**config.mk**
```make
export PLATFORM = sky130hd
export DESIGN_NAME = boot_loader
export DESIGN_NICKNAME = d
export VERILOG_FILES = /design/src/rtl/boot_loader.sv
export SDC_FILE = /design/constraint.sdc
export NUM_CORES = 1
export LEC_CHECK = 0
export ABC_AREA = 1
export CORE_AREA = 5 5 82 84
export DETAILED_ROUTE_END_ITERATION = 8
export DIE_AREA = 0 0 87 89
export DONT_BUFFER_PORTS = 1
export PLACE_DENSITY = 0.73
export SYNTH_ARGS = -nofsm -noshare
export SYNTH_HDL_FRONTEND = slang
export SYNTH_SLANG_ARGS = --single-unit
```
**constraint.sdc**
```tcl
create_clock -name clk -period 1.6 [get_ports clk]
set_input_delay 0.32 -clock clk [delete_from_list [all_inputs] [get_ports clk]]
set_output_delay 0.32 -clock clk [all_outputs]
set_load 0.01 [all_outputs]
```
**src/rtl/boot_loader.sv**
```systemverilog
// rtl/boot_loader.sv - streaming byte loader that fills instruction memory and releases core reset
// Optional trailing XOR checksum byte enabled by defining BOOT_LOADER_CHECKSUM_EN.
module boot_loader #(
    parameter int WORDS  = 32,
    parameter int ADDR_W = 7
) (
    input  logic              clk,
    input  logic              rst,
    input  logic              in_valid,
    input  logic [7:0]        in_data,
    output logic              in_ready,
    output logic              imem_we,
    output logic [ADDR_W-1:0] imem_waddr,
    output logic [31:0]       imem_wdata,
    output logic              cpu_rst,
    output logic              done,
    output logic              err
);
    localparam int          CNT_W   = $clog2(WORDS + 1);
    localparam logic [31:0] WORDS_U = WORDS;

    typedef enum logic [2:0] {
        S_LEN,
        S_DATA,
        S_WRITE,
`ifdef BOOT_LOADER_CHECKSUM_EN
        S_CHK,
`endif
        S_RUN,
        S_ERR
    } state_t;

    state_t           state;
    state_t           next_state;
    logic             ready_next;
    logic             accept;
    logic             len_bad;
    logic             last_word;
    logic             word_full;
    logic [CNT_W-1:0] word_cnt;
    logic [CNT_W-1:0] word_idx;
    logic [1:0]       byte_idx;
    logic [23:0]      word_buf;
`ifdef BOOT_LOADER_CHECKSUM_EN
    logic [7:0]       csum;
`endif

    assign accept    = in_valid & in_ready;
    assign len_bad   = (in_data == 8'd0) || ({24'd0, in_data} > WORDS_U);
    assign last_word = (word_idx == word_cnt - CNT_W'(1));
    assign word_full = (state == S_DATA) && accept && (byte_idx == 2'd3);

    always_ff @(posedge clk or negedge rst) begin
        if (!rst) begin
            state <= S_LEN;
        end else begin
            state <= next_state;
        end
    end

    always_comb begin
        next_state = state;
        ready_next = 1'b0;
        case (state)
            S_LEN: begin
                if (accept) begin
                    next_state = len_bad ? S_ERR : S_DATA;
                end
            end
            S_DATA: begin
                if (word_full) begin
                    next_state = S_WRITE;
                end
            end
            S_WRITE: begin
                if (!last_word) begin
                    next_state = S_DATA;
                end else begin
`ifdef BOOT_LOADER_CHECKSUM_EN
                    next_state = S_CHK;
`else
                    next_state = S_RUN;
`endif
                end
            end
`ifdef BOOT_LOADER_CHECKSUM_EN
            S_CHK: begin
                if (accept) begin
                    next_state = (in_data == csum) ? S_RUN : S_ERR;
                end
            end
`endif
            S_RUN:   next_state = S_RUN;
            S_ERR:   next_state = S_ERR;
            default: next_state = S_ERR;
        endcase
        // in_ready is registered off the next state so it is low throughout reset
        case (next_state)
            S_LEN, S_DATA: ready_next = 1'b1;
`ifdef BOOT_LOADER_CHECKSUM_EN
            S_CHK:         ready_next = 1'b1;
`endif
            default:       ready_next = 1'b0;
        endcase
    end

    always_ff @(posedge clk or negedge rst) begin
        if (!rst) begin
            in_ready   <= 1'b0;
            imem_we    <= 1'b0;
            imem_waddr <= '0;
            imem_wdata <= '0;
            cpu_rst    <= 1'b0;
            done       <= 1'b0;
            err        <= 1'b0;
            word_cnt   <= '0;
            word_idx   <= '0;
            byte_idx   <= '0;
            word_buf   <= '0;
        end else begin
            in_ready <= ready_next;
            imem_we  <= word_full;
            cpu_rst  <= (next_state == S_RUN);
            done     <= (next_state == S_RUN);
            err      <= (next_state == S_ERR);
            if (state == S_LEN && accept && !len_bad) begin
                word_cnt <= in_data[CNT_W-1:0];
            end
            if (state == S_DATA && accept) begin
                word_buf <= {in_data, word_buf[23:8]};
                byte_idx <= byte_idx + 2'd1;
            end
            // the 4th byte bypasses the buffer straight into the write data
            if (word_full) begin
                imem_waddr <= ADDR_W'({word_idx, 2'b00});
                imem_wdata <= {in_data, word_buf};
            end
            if (state == S_WRITE) begin
                word_idx <= word_idx + CNT_W'(1);
            end
        end
    end

`ifdef BOOT_LOADER_CHECKSUM_EN
    always_ff @(posedge clk or negedge rst) begin
        if (!rst) begin
            csum <= 8'd0;
        end else if (accept && (state == S_LEN || state == S_DATA)) begin
            csum <= csum ^ in_data;
        end
    end
`endif

endmodule

```
==> reports/qor.yml <==
worst_setup_path:
  critPathCaptureType: "register"
  cp_max_fo: 35
  worst-path-buf-inv: 3
  arrival_ps: 1700
  cp_top_family: "buffers and inverters"
  cpMaxStageDelayCell: "dfrtp_1"
  critPathKind: "reg2reg"
  critical_path_required_ps: 1830
  max_stage_delay_ps: 400
  crit_top_cell: "inv_2"
  start_kind: "register"
  rrSetupSlack_ps: 130
  cp_cell_sequence: "inv_2, nand2_2, nor3_4, buf_6, inv_2, nand2_1, o21ai_0"
finish:
  layout-drive-gt1-share: 0.0881
  area_delta_synth_final_pct: 9.28
  multi_input_area_mm2: 0.00111
  stdcell_area_mm2: 0.00370
  register_area_mm2: 0.00205
  fillers: 489
  diodes: 0
  nNetsFinal: 395
global_route:
  grt_pass1_vias: 2342
  grt_pass1_wl_um: 11000
  antenna_found_initial: 0
  grt_max_degree: 83
  overflow: 0
  grt.total_usage: 0.184
drt:
  vias: 2367
  vias_per_cell: 5.13
  wl_per_cell_um: 14.1
  firstDrtPassIters: 4
  drt_iter0_drc: 155
  route.detailed.drc: 0
  ant_nets: 0
  wl_um: 6490
clock_tree:
  cts_buffer_depth: 2
  cts_sinks: 82
  insertion_delay_ps: 340
  cts_setup_buffers: 0
  clk_pin_slew_ps: 80
  numCtsBuffers: 9
  cts_tree: "built"
  htree_levels: 3
  cts-root-buf: "clkbuf_8"
yosys:
  synthFlopType: "dfrtp_1"
  synth_largest_area_cell: "dfrtp_1"
  synth.distinct_cells: 23
  ys_top_cells_by_count: "127 x nand2_1, 82 x dfrtp_1, 41 x inv_1, 38 x o21ai_0, 21 x o21ai_1"
  synth_edf_count: 0
  synth.ff_latch_count: 82
  post_synth_main_area_contributors: "dfrtp_1 61%, nand2_1 14%, o21ai_0 5.6%"
  synth.most_common_cell: "nand2_1"
  yosys_warnings: 0
  ys_seq_area_frac: 0.606
  synth.cell_area_mm2: 0.00338
  yosys.area.top_type_share: 0.606
  netlist_instances: 377
  syn_avg_cell_area_um2: 8.98
  async_flop_share: 1.00
pwr:
  powerDensity_mw_per_mm2: 967
  vdd.ir_drop.worst_uv: 557
  finalPower_w: 0.00358
  p_leak_nw: 1.90
floorplan:
  rows: 28
  core_mm2: 0.00585
  fp.dieW_um: 87
  die_y_um: 89
  initial_core_util: 0.578
  io_pins: 55
  die_area_mm2: 0.00774
placed_design:
  port_buffers: 0
  gp_congestion: 0.794
  hpwl_um: 4520
  placed_area_mm2: 0.00347
timing:
  fin_hold_ws_ps: -344
  finalMaxSlewViolations: 0
  setup_viol: 0
  period_share: 0.917
  skew_ps: 10.0
  rsz0062_at_grt: "yes"
  clock.fmax_mhz: 681
  period_needed_ps: 1470
  hold_viol: 82
status:
  status: "finished, violations left"
  violations: "negative hold slack"
worst_hold_path:
  hold_path_class: "in2async"
job:
  max_cap_viol_count: 0
[repair_timing]
action	CTS	global route
endpoints found under the hold margin	82	82
setup endpoints to repair	0	21
resized for setup	0	6
[worst paths after layout]
check,startpoint,cells after the start,end
min,rst,0,imem_wdata[14]
min in group clk,in_data[4],2,word_buf[20]
max in group asynchronous,rst,0,imem_waddr[4]
max reg2reg,state[2],7,word_buf[3]
max,state[2],7,word_buf[3]
min reg2reg,state[2],1,state[1]
[routing by layer]
metal	GRT usage	share of wire	vias up	routed length [µm]
met2	0.261	0.43	67	2790
met3	0.0608	0.085	11	555
met1	0.254	0.47	1110	3030
li1	-	-	1179	-
met5	0	0	-	0
met4	0.0892	0.017	0	110
[per-stage QoR]
step | setup TNS (ps) | hold slack, ps | setup WS (ps) | std cells | util
2_1_floorplan | 0 | 24.4 | 117 | 378 | -
3_3_place_gp | 0 | 27.2 | 169 | 445 | 0.593
3_5_place_dp | 0 | 26.2 | 64.1 | 445 | 0.593
4_1_cts | 0 | -358 | 29.4 | 461 | 0.626
5_1_grt | -33.0 | -363 | -13.3 | 461 | 0.632
6_report | 0 | -344 | 132 | 461 | 0.632
[power by group]
group	internal (W)	switching [W]	leakage, nW
clock network	0.000766	0.000719	0.0966
registers	0.00207	0	1.05
logic	0.00000594	0.0000152	0.752
[registers in the layout (all words and copies together), names as in the netlist]
register / flops
imem_wdata: 32
word_buf: 24
word_cnt: 6
word_idx: 6
imem_waddr: 5
state: 3
byte_idx: 2
done: 1
err: 1
imem_we: 1
in_ready: 1
[area by class of cell]
type / instances / area share
Clock inverter: 4 / 0.0139
Timing Repair Buffer: 7 / 0.0220
Tap cell: 75 / 0.0254
Multi-Input combinational cell: 236 / 0.299
Sequential cell: 82 / 0.555
Clock buffer: 12 / 0.0392
Inverter: 45 / 0.0457
[kinds of logic after synthesis]
| logic type | after synthesis | synth area share |
|---|---|---|
| and+or+nand+nor | 159 | 0.187 |
| adders and majority gates | 3 | 0.0111 |
| AOI/OAI and AO/OA | 64 | 0.0957 |
| xor gates and xnor gates | 7 | 0.0181 |
| other | 1 | 0.00111 |
| DFF | 82 | 0.606 |
| buffers and inverters | 60 | 0.0769 |
| muxes | 1 | 0.00333 |
[worst reg2reg max path, delay by kind of cell (launching register included)]
family / cells / cell delay, ps
flops: 1 / 400
compound gates: 1 / 80
simple gates: 3 / 350
buf+inv: 3 / 540
[cells in the final DEF (no fill, tap or decap)]
cell type	n
xor2_1	6
dfrtp_1	82
inv_2	4
clkbuf_8	10
a21oi_1	4
clkinv_4	1
buf_6	1
inv_1	41
conb_1	2
buf_12	2
o21ai_2	1
ha_4	1
nand3_1	9
nor2_1	15
clkinvlp_4	1
ha_1	2
nand4_1	2
buf_4	4
xnor2_1	1
o21ai_1	21
nor3_4	1
bufinv_16	1
nand2_2	3
clkinv_2	1
mux2_2	1
nor2_2	1
clkbuf_1	2
nand3_4	1
nand2_1	126
and2_1	1
o21ai_0	38
(Power assumes the default switching activity.)
